$ cat src/rtl/rv32i_pkg.sv
// Shared RV32I definitions: datapath width, load/store funct3 codes, MEM stage
// state encoding and the store-side lane helpers.
package rv32i_pkg;

  localparam int unsigned XLEN = 32;

  localparam logic [2:0] F3_B  = 3'b000;
  localparam logic [2:0] F3_H  = 3'b001;
  localparam logic [2:0] F3_W  = 3'b010;
  localparam logic [2:0] F3_BU = 3'b100;
  localparam logic [2:0] F3_HU = 3'b101;

  typedef enum logic {
    IDLE = 1'b0,
    WAIT = 1'b1
  } mem_state_t;

  // Legal funct3 for the direction, and natural alignment for the access size
  function automatic logic access_legal(input logic is_load, input logic [2:0] f3,
                                        input logic [1:0] a);
    logic f3_ok;
    logic align_ok;
    case (f3)
      F3_B, F3_H, F3_W: f3_ok = 1'b1;
      F3_BU, F3_HU:     f3_ok = is_load;
      default:          f3_ok = 1'b0;
    endcase
    case (f3[1:0])
      2'b01:   align_ok = ~a[0];
      2'b10:   align_ok = (a == 2'b00);
      default: align_ok = 1'b1;
    endcase
    return f3_ok & align_ok;
  endfunction

  function automatic logic [3:0] byte_en(input logic [2:0] f3, input logic [1:0] a);
    case (f3[1:0])
      2'b00:   return 4'b0001 << a;
      2'b01:   return 4'b0011 << a;
      default: return 4'b1111;
    endcase
  endfunction

  function automatic logic [XLEN-1:0] store_lanes(input logic [2:0] f3,
                                                  input logic [XLEN-1:0] d);
    case (f3[1:0])
      2'b00:   return {4{d[7:0]}};
      2'b01:   return {2{d[15:0]}};
      default: return d;
    endcase
  endfunction

endpackage

$ cat src/rtl/load_extend.sv
// Load lane select plus sign/zero extension; purely combinational so any
// cache or LSU can drop it in after its own read register.
module load_extend
  import rv32i_pkg::*;
(
  input  logic [XLEN-1:0] rdata,
  input  logic [1:0]      addr_lo,
  input  logic [2:0]      funct3,
  output logic [XLEN-1:0] result_c
);

  logic [XLEN-1:0] shifted;

  assign shifted = rdata >> {addr_lo, 3'b000};

  always_comb begin
    case (funct3)
      F3_B:    result_c = {{24{shifted[7]}}, shifted[7:0]};
      F3_H:    result_c = {{16{shifted[15]}}, shifted[15:0]};
      F3_BU:   result_c = {24'h0, shifted[7:0]};
      F3_HU:   result_c = {16'h0, shifted[15:0]};
      default: result_c = rdata;
    endcase
  end

endmodule

$ cat src/rtl/mem_access_stage.sv
// RV32I MEM stage: issues loads/stores over a req/ready port and registers
// the writeback result. Define MEM_TIMEOUT_EN to bound the WAIT state.
module mem_access_stage #(
  parameter int unsigned XLEN           = rv32i_pkg::XLEN,
  parameter int unsigned TIMEOUT_CYCLES = 255
) (
  input  logic            clk,
  input  logic            reset,
  input  logic            valid_in,
  input  logic [XLEN-1:0] alu_result,
  input  logic [XLEN-1:0] store_data,
  input  logic [4:0]      rd_in,
  input  logic            mem_read,
  input  logic            mem_write,
  input  logic [2:0]      funct3,
  output logic            stall_out,
  output logic            dmem_req,
  output logic            dmem_we,
  output logic [XLEN-1:0] dmem_addr,
  output logic [3:0]      dmem_be,
  output logic [XLEN-1:0] dmem_wdata,
  input  logic [XLEN-1:0] dmem_rdata,
  input  logic            dmem_ready,
  output logic [XLEN-1:0] writedata_out,
  output logic [4:0]      rw_out,
  output logic            valid_out,
  output logic            misalign_err
);
  import rv32i_pkg::*;

  mem_state_t      state, state_n;
  logic [4:0]      rd_q, rd_n;
  logic [2:0]      f3_q, f3_n;
  logic [1:0]      a_q, a_n;
  logic            ld_q, ld_n;
  logic [XLEN-1:0] wd_n, addr_n, wdata_n, load_c;
  logic [4:0]      rw_n;
  logic [3:0]      be_n;
  logic            vo_n, req_n, we_n, err_n, legal_c;

  load_extend u_load_extend (
    .rdata    (dmem_rdata),
    .addr_lo  (a_q),
    .funct3   (f3_q),
    .result_c (load_c)
  );

  assign stall_out = (state == WAIT);
  assign legal_c   = access_legal(mem_read, funct3, alu_result[1:0]) & ~(mem_read & mem_write);

`ifdef MEM_TIMEOUT_EN
  localparam int unsigned CNT_W = $clog2(TIMEOUT_CYCLES + 1);
  logic [CNT_W-1:0] tmo_cnt;

  // Counts cycles spent in WAIT; held at zero while IDLE so each entry starts fresh
  always_ff @(posedge clk) begin
    if (!reset)              tmo_cnt <= '0;
    else if (state == IDLE)  tmo_cnt <= '0;
    else                     tmo_cnt <= tmo_cnt + CNT_W'(1);
  end
`else
  logic [31:0] unused_timeout;
  assign unused_timeout = 32'(TIMEOUT_CYCLES);
`endif

  always_ff @(posedge clk) begin
    if (!reset) state <= IDLE;
    else        state <= state_n;
  end

  always_comb begin
    state_n = state;
    wd_n    = writedata_out;
    rw_n    = rw_out;
    vo_n    = 1'b0;
    req_n   = dmem_req;
    we_n    = dmem_we;
    addr_n  = dmem_addr;
    be_n    = dmem_be;
    wdata_n = dmem_wdata;
    err_n   = 1'b0;
    rd_n    = rd_q;
    f3_n    = f3_q;
    a_n     = a_q;
    ld_n    = ld_q;
    case (state)
      IDLE: begin
        if (valid_in) begin
          if (!mem_read && !mem_write) begin
            wd_n = alu_result;
            rw_n = rd_in;
            vo_n = 1'b1;
          end else if (!legal_c) begin
            err_n = 1'b1;
            rw_n  = 5'd0;
            wd_n  = '0;
            vo_n  = 1'b1;
          end else begin
            rd_n    = rd_in;
            f3_n    = funct3;
            a_n     = alu_result[1:0];
            ld_n    = mem_read;
            req_n   = 1'b1;
            we_n    = mem_write;
            addr_n  = {alu_result[XLEN-1:2], 2'b00};
            be_n    = byte_en(funct3, alu_result[1:0]);
            wdata_n = store_lanes(funct3, store_data);
            state_n = WAIT;
          end
        end
      end
      WAIT: begin
        if (dmem_ready) begin
          req_n   = 1'b0;
          we_n    = 1'b0;
          vo_n    = 1'b1;
          state_n = IDLE;
          wd_n    = ld_q ? load_c : '0;
          rw_n    = ld_q ? rd_q : 5'd0;
        end
`ifdef MEM_TIMEOUT_EN
        else if (tmo_cnt == CNT_W'(TIMEOUT_CYCLES - 1)) begin
          req_n   = 1'b0;
          we_n    = 1'b0;
          err_n   = 1'b1;
          rw_n    = 5'd0;
          wd_n    = '0;
          vo_n    = 1'b1;
          state_n = IDLE;
        end
`endif
      end
      default: state_n = IDLE;
    endcase
  end

  always_ff @(posedge clk) begin
    if (!reset) begin
      writedata_out <= '0;
      rw_out        <= 5'd0;
      valid_out     <= 1'b0;
      dmem_req      <= 1'b0;
      dmem_we       <= 1'b0;
      dmem_addr     <= '0;
      dmem_be       <= 4'b0000;
      dmem_wdata    <= '0;
      misalign_err  <= 1'b0;
      rd_q          <= 5'd0;
      f3_q          <= 3'b000;
      a_q           <= 2'b00;
      ld_q          <= 1'b0;
    end else begin
      writedata_out <= wd_n;
      rw_out        <= rw_n;
      valid_out     <= vo_n;
      dmem_req      <= req_n;
      dmem_we       <= we_n;
      dmem_addr     <= addr_n;
      dmem_be       <= be_n;
      dmem_wdata    <= wdata_n;
      misalign_err  <= err_n;
      rd_q          <= rd_n;
      f3_q          <= f3_n;
      a_q           <= a_n;
      ld_q          <= ld_n;
    end
  end

endmodule
$ cat config.mk
export PLATFORM = sky130hd
export DESIGN_NAME = mem_access_stage
export DESIGN_NICKNAME = d
export VERILOG_FILES = /design/src/rtl/rv32i_pkg.sv /design/src/rtl/load_extend.sv /design/src/rtl/mem_access_stage.sv
export SDC_FILE = /design/constraint.sdc
export NUM_CORES = 1
export LEC_CHECK = 0
export BUFFER_PORTS_ARGS = -buffer_cell sky130_fd_sc_hd__buf_2
export CAP_MARGIN = 15
export CORE_MARGIN = 1.5
export CORE_UTILIZATION = 44
export DETAILED_ROUTE_END_ITERATION = 10
export PLACE_DENSITY = 0.76
export SKIP_LAST_GASP = 1
export SYNTH_ARGS = -nofsm -noshare
export SYNTH_HDL_FRONTEND = slang
export SYNTH_HIERARCHICAL = 1
export SYNTH_SLANG_ARGS = --single-unit
$ cat constraint.sdc
create_clock -name clk -period 2.1 [get_ports clk]
set_input_delay 0.42 -clock clk [delete_from_list [all_inputs] [get_ports clk]]
set_output_delay 0.42 -clock clk [all_outputs]
set_load 0.02 [all_outputs]
# Word-level counts from Yosys, hierarchy flattened

Cells that the tools add are included.

Register bits: 119
Bits of input ports: 110
Output and inout bits: 110
Logic and storage cells: 89

Eq/ne operators: 14
Shifts and indexed selects: 3
Mux-type cells: 36
Bitwise logic cells: 9
Reductions and logical operators: 13

Operator list:

| kind                                                               | number |
|---|---|
| 32-bit 2-to-1 mux                                                  | 5 |
| 32-bit one-hot mux with 2 select lines                             | 2 |
| 32-bit one-hot mux with 4 select lines                             | 1 |
| 32-bit by 5-bit >> shifter with 16-bit output                      | 1 |
| 5-bit 2-to-1 mux                                                   | 5 |
| 1-bit 2-to-1 mux                                                   | 15 |
| 3-bit == test (second input constant)                              | 4 |
| 1-bit one-hot mux with 2 select lines                              | 6 |
| 5-bit one-hot mux with 2 select lines                              | 1 |
| 2-bit != test (second input constant)                              | 4 |
| 4-bit one-hot mux with 2 select lines                              | 1 |
| 4-bit AND reduction                                                | 2 |
| 3-bit by 1-bit == test with 1-bit output (second input constant)   | 2 |
| 3-bit zero test                                                    | 2 |
| 1-bit NOT                                                          | 6 |
| 2-bit zero test                                                    | 2 |
| 4-bit OR reduction                                                 | 1 |
| 1-bit by 2-bit left shift with 4-bit output (first input constant) | 1 |
| 2-bit by 2-bit left shift with 4-bit output (first input constant) | 1 |
| 1-bit bitwise AND                                                  | 3 |
| 3-bit by 2-bit == test with 1-bit output (second input constant)   | 1 |
| 3-bit != test (second input constant)                              | 1 |
| 3-bit AND reduction                                                | 1 |
| 3-bit OR reduction                                                 | 1 |
| other kinds (5)                                                    | 6 |

# Longest topological paths before layout

Depth in word-level cells: 9
Depth in mapped cells: 9
Mapped depth without buffers: 7

# Modules after synthesis

The synthesis kept the hierarchy.

Modules (own cells, without submodules):

| module           | instances | cells each | area each (um^2) | sequential area each (um^2) |
|---|---|---|---|---|
| mem_access_stage | 1         | 572        | 4,895.9          | 2,382.3 |
| load_extend      | 1         | 106        | 691.9            | 0.0 |

# Least setup slack after synthesis

Ideal clock, no wire load.

Path type: input -> register
From: input port funct3[1]
To: register dmem_wdata[16]
Setup time: 134 ps
Arrival time: 1,980 ps
Data required time: 1,966 ps
Setup slack: -14 ps
Cell stages on the path: 9
Path buffers: 3
Cells stage by stage: inv_1 ha_1 o21ai_1 a211o_1 a211oi_4 buf_4 buf_4 buf_2 a211oi_1

Word-level cells in the longest chain between the ends: 6
Elaborated cells on any way between the ends: 16
Those cells by class: eq/ne (6); mux (3); bitwise (2); reduce/logical (5)

Ends and longest elaborated chain:

| item                                                                   | RTL line                | RTL |
|---|---|---|
| start: declaration                                                     | mem_access_stage.sv:15  | `input logic [2:0] funct3,` |
| 3-bit by 1-bit == test with 1-bit output, or another cell as far along | rv32i_pkg.sv:23         | `case (f3)` |
| 3-bit OR reduction / 2-bit OR reduction (equally long branches)        | rv32i_pkg.sv:23         |  |
| 1-bit one-hot mux with 2 select lines                                  | rv32i_pkg.sv:23         |  |
| 1-bit bitwise AND                                                      | rv32i_pkg.sv:33         | `return f3_ok & align_ok;` |
| 1-bit bitwise AND                                                      | mem_access_stage.sv:49  | `assign legal_c = access_legal(mem_read, funct3, alu_result[1:0]) & ~(mem_read & mem_write);` |
| 4-bit AND reduction (no source line)                                   | --                      |  |
| end signal: assignment                                                 | mem_access_stage.sv:160 | `dmem_wdata <= wdata_n;` |
| end: declaration                                                       | mem_access_stage.sv:21  | `output logic [XLEN-1:0] dmem_wdata,` |

Several ways; a longest one is shown, not always the timed one.
A chain may end at the register's enable or synchronous reset.

# Final worst setup path

From: register a_q[0]
To: register writedata_out[16]

Word-level cells in the longest chain between the ends: 5

Ends and longest elaborated chain:

| item                                          | RTL line                | RTL |
|---|---|---|
| start: declaration                            | mem_access_stage.sv:34  | `logic [1:0] a_q, a_n;` |
| start signal: assignment                      | mem_access_stage.sv:164 | `a_q <= a_n;` |
| 32-bit by 5-bit >> shifter with 16-bit output | load_extend.sv:14       | `assign shifted = rdata >> {addr_lo, 3'b000};` |
| 32-bit one-hot mux with 4 select lines        | load_extend.sv:17       | `case (funct3)` |
| via load_c[16]                                | mem_access_stage.sv:36  | `logic [XLEN-1:0] wd_n, addr_n, wdata_n, load_c;` |
| 32-bit 2-to-1 mux                             | mem_access_stage.sv:118 | `wd_n = ld_q ? load_c : '0;` |
| 32-bit 2-to-1 mux                             | mem_access_stage.sv:113 | `if (dmem_ready) begin` |
| 32-bit one-hot mux with 2 select lines        | mem_access_stage.sv:86  | `case (state)` |
| end signal: assignment                        | mem_access_stage.sv:153 | `writedata_out <= wd_n;` |
| end: declaration                              | mem_access_stage.sv:24  | `output logic [XLEN-1:0] writedata_out,` |

The timed path passes the listed nets, and every way through them passes these cells. The select of a mux whose other input is x is not followed.

==> results.yml <==
run_status:
  status: "finished, final reports clean"
timing:
  relSlewSlack_pct: 55.2
  rsz0062_at_grt: "no"
  skew_ps: 5.42
  setup_viol: 0
  period_minus_slack_ps: 1970
  slew_violations: 0
  worst_pin_slew_ps: 671
  finalHoldViolCount: 0
  fin_crit_sh_pct: 93.9
  clock.fmax_mhz: 507
cts:
  clkTransAtPathRegs_ps: 60
  cts.path.max_buffers: 2
  clk_latency_ps: 420
  cts_tree: "built"
  cts_hold_buf: 0
  numCtsBuffers: 17
  clock_sinks: 119
  cts_root_buf: "clkbuf_16"
  htree_levels: 4
floorplan:
  dieWidth_um: 116
  die_h_um: 116
  initial_utilization_pct: 45.8
  dieArea_sq_um: 13400
  core_region_area_sq_um: 12200
  rows: 40
  boundaryPins: 220
worst_hold_path:
  hp-class: "in -> reg"
route:
  ant_nets: 0
  drc_errors: 0
  wl_um: 18400
  wl_met3_um: 1310
  drt_iter0_drc: 598
  dr_wl_met2_um: 8330
  vias: 6010
  via_per_inst: 5.58
  top_layer: "met4"
  wl_per_cell_um: 17.0
  firstDrtPassIters: 6
  wirelength_met1_um: 8300
cells_and_area:
  n_fill_cell: 1145
  area_delta_synth_final_pct: 37.0
  final_nets: 1007
  regArea_sq_um: 2380
  layout-drive-gt1-share_pct: 34.4
  multi_input_area_sq_um: 2900
  postLayoutCellArea_sq_um: 7650
place:
  gp_congestion: 0.951
  hpwl_um: 12900
  placed_area_sq_um: 7000
  port-buffer-count: 217
logic_synthesis:
  synth_top_area_share_pct: 42.6
  yosysSeqAreaShare_pct: 42.6
  async_reset_ff_share_pct: 0
  ys.warnings.count: 6
  yosys.cell_count.top_type: "dfxtp_1"
  yosysTopAreaCell: "dfxtp_1"
  ys_types: 51
  syn_inst: 678
  syn_area_sq_um: 5590
  synth-edff-count: 0
  synthTopCellsByCount: "119 x dfxtp_1, 82 x nand2_1, 73 x nor2_1"
  syn_area_per_cell_sq_um: 8.24
  synth_area_leaders: "dfxtp_1 43%, a221oi_1 6.6%, o21ai_0 6.1%, a22oi_1 5.6%, nand2_1 5.5%"
  synth-seq-cells: 119
  synthFlopType: "dfxtp_1"
pwr:
  powerDensity_nw_per_um2: 825
  leakagePower_nw: 3.23
  ir_drop_mv: 0.596
  total_power_mw: 6.32
global_route:
  grt_pass1_vias: 5423
  antenna_found_initial: 3
  grt_overflow: 0
  grt_max_degree: 70
  grt_usage_pct: 26.8
  grt_pass1_wl_um: 28000
setup_path:
  worstSetupPathType: "reg -> reg"
  max_stage_delay_ps: 600
  worstPathArrival_ps: 2250
  startpoint_type: "flip-flop"
  crit_chain: "mux4_2 > o211ai_4 > buf_4 > o21ai_0 > a22oi_1 > a221oi_1"
  end_kind: "flip-flop"
  slowest_stage: "mux4_2"
  crit_required_ps: 2370
  path_max_fanout: 6
run:
  drv_cap: 0
[state kept, by name, indices dropped and copies added, names as in the netlist]
register / flops
misalign_err: 1
dmem_addr: 30
valid_out: 1
writedata_out: 32
dmem_wdata: 32
a_q: 2
dmem_be: 4
dmem_req: 1
rw_out: 5
ld_q: 1
dmem_we: 1
rd_q: 5
f3_q: 3
stall_out: 1
[metal layers]
metal  track usage (%)  vias to the layer above
li1                  -                     2938
met1              36.8                     2751
met2              40.8                      285
met3              6.12                       36
met4              11.0                        0
met5                 0                        -
[cell usage in the layout (no fill, tap or decap), types with 2 or more instances in the layout]
| master | Yosys | layout |
|---|---|---|
| a211oi_1 | 26 | 26 |
| a21oi_1 | 22 | 22 |
| a221oi_1 | 42 | 42 |
| a22o_1 | 10 | 10 |
| a22oi_1 | 42 | 42 |
| and2_1 | 2 | 2 |
| buf_12 | 0 | 9 |
| buf_2 | 14 | 216 |
| buf_4 | 6 | 38 |
| bufinv_16 | 0 | 2 |
| clkbuf_1 | 44 | 4 |
| clkbuf_16 | 0 | 17 |
| clkbuf_8 | 0 | 2 |
| clkinv_2 | 0 | 5 |
| clkinvlp_4 | 0 | 2 |
| conb_1 | 1 | 2 |
| dfxtp_1 | 119 | 119 |
| diode_2 | 0 | 3 |
| ha_1 | 3 | 2 |
| inv_1 | 9 | 9 |
| mux2_2 | 7 | 7 |
| mux2i_1 | 12 | 12 |
| nand2_1 | 82 | 82 |
| nand3_1 | 50 | 50 |
| nor2_1 | 73 | 73 |
| nor2b_1 | 2 | 2 |
| nor3_1 | 2 | 2 |
| o21ai_0 | 68 | 68 |
| o21ai_1 | 6 | 5 |
| o21ai_2 | 1 | 2 |
| o31ai_1 | 7 | 6 |
[worst max-delay path: cells and delay by family, from the launching register on]
kind,cells,cell delay [ps]
flip-flops,1,370
multiplexers,1,600
buffers and inverters,1,180
AO/OA/AOI/OAI,4,680
[worst paths after layout]
kind	startpoint	end	slack (ps)	depth (start not counted)
worst min register to register	dmem_addr[3]	dmem_addr[3]	450	2
worst max-delay path	a_q[0]	writedata_out[16]	130	6
worst max register to register	a_q[0]	writedata_out[16]	130	6
worst min-delay path	rd_in[2]	rd_q[2]	240	3
[power breakdown]
part	total [mW]	internal (mW)	switching, mW
logic	1.06	0.421	0.642
clock network	2.81	1.80	1.01
registers	2.45	2.38	0.0668
total	6.32	4.60	1.72
[cell type report]
cell class | count | share of cell area, %
antenna | 3 | 0.0981
clock inverter | 9 | 1.31
multi-input combinational | 483 | 37.9
tap | 168 | 2.75
sequential | 119 | 31.1
clock buffer | 23 | 6.11
inverter | 10 | 0.490
timing repair buffer | 263 | 20.2
[metrics by stage]
step,setup slack (ps),hold WS (ps),instances,TNS [ps],util [%]
after floorplan,15.4,431,679,0,-
after global placement,-88.1,441,1035,-4840,57.4
after detailed placement,-159,447,1035,-10130,57.4
after CTS,59.8,229,1067,0,62.0
after global routing,26.1,247,1078,0,62.7
final,127,239,1078,0,62.7
[cell families (layout without fill, tap and decap cells)]
group                      after synthesis  in the layout  share of synthesized area, %
AOI/OAI and AO/OA                      237            238                          29.8
xor gates and xnor gates                 1              1                         0.157
adders and majority gates                3              3                         0.672
buffers and inverters                   78            305                          6.11
DFF                                    119            119                          42.6
muxes                                   20             20                          3.96
other                                    1              5                        0.0671
and+or+nand+nor                        219            219                          16.6
[timing repair]
item                                    4_1_cts  5_1_grt
resized for setup                             0        2
setup buffers                                 0        7
endpoints found under the setup margin        0       15
hold endpoints to repair                      0        0
Power figures use the tool's default switching activity.
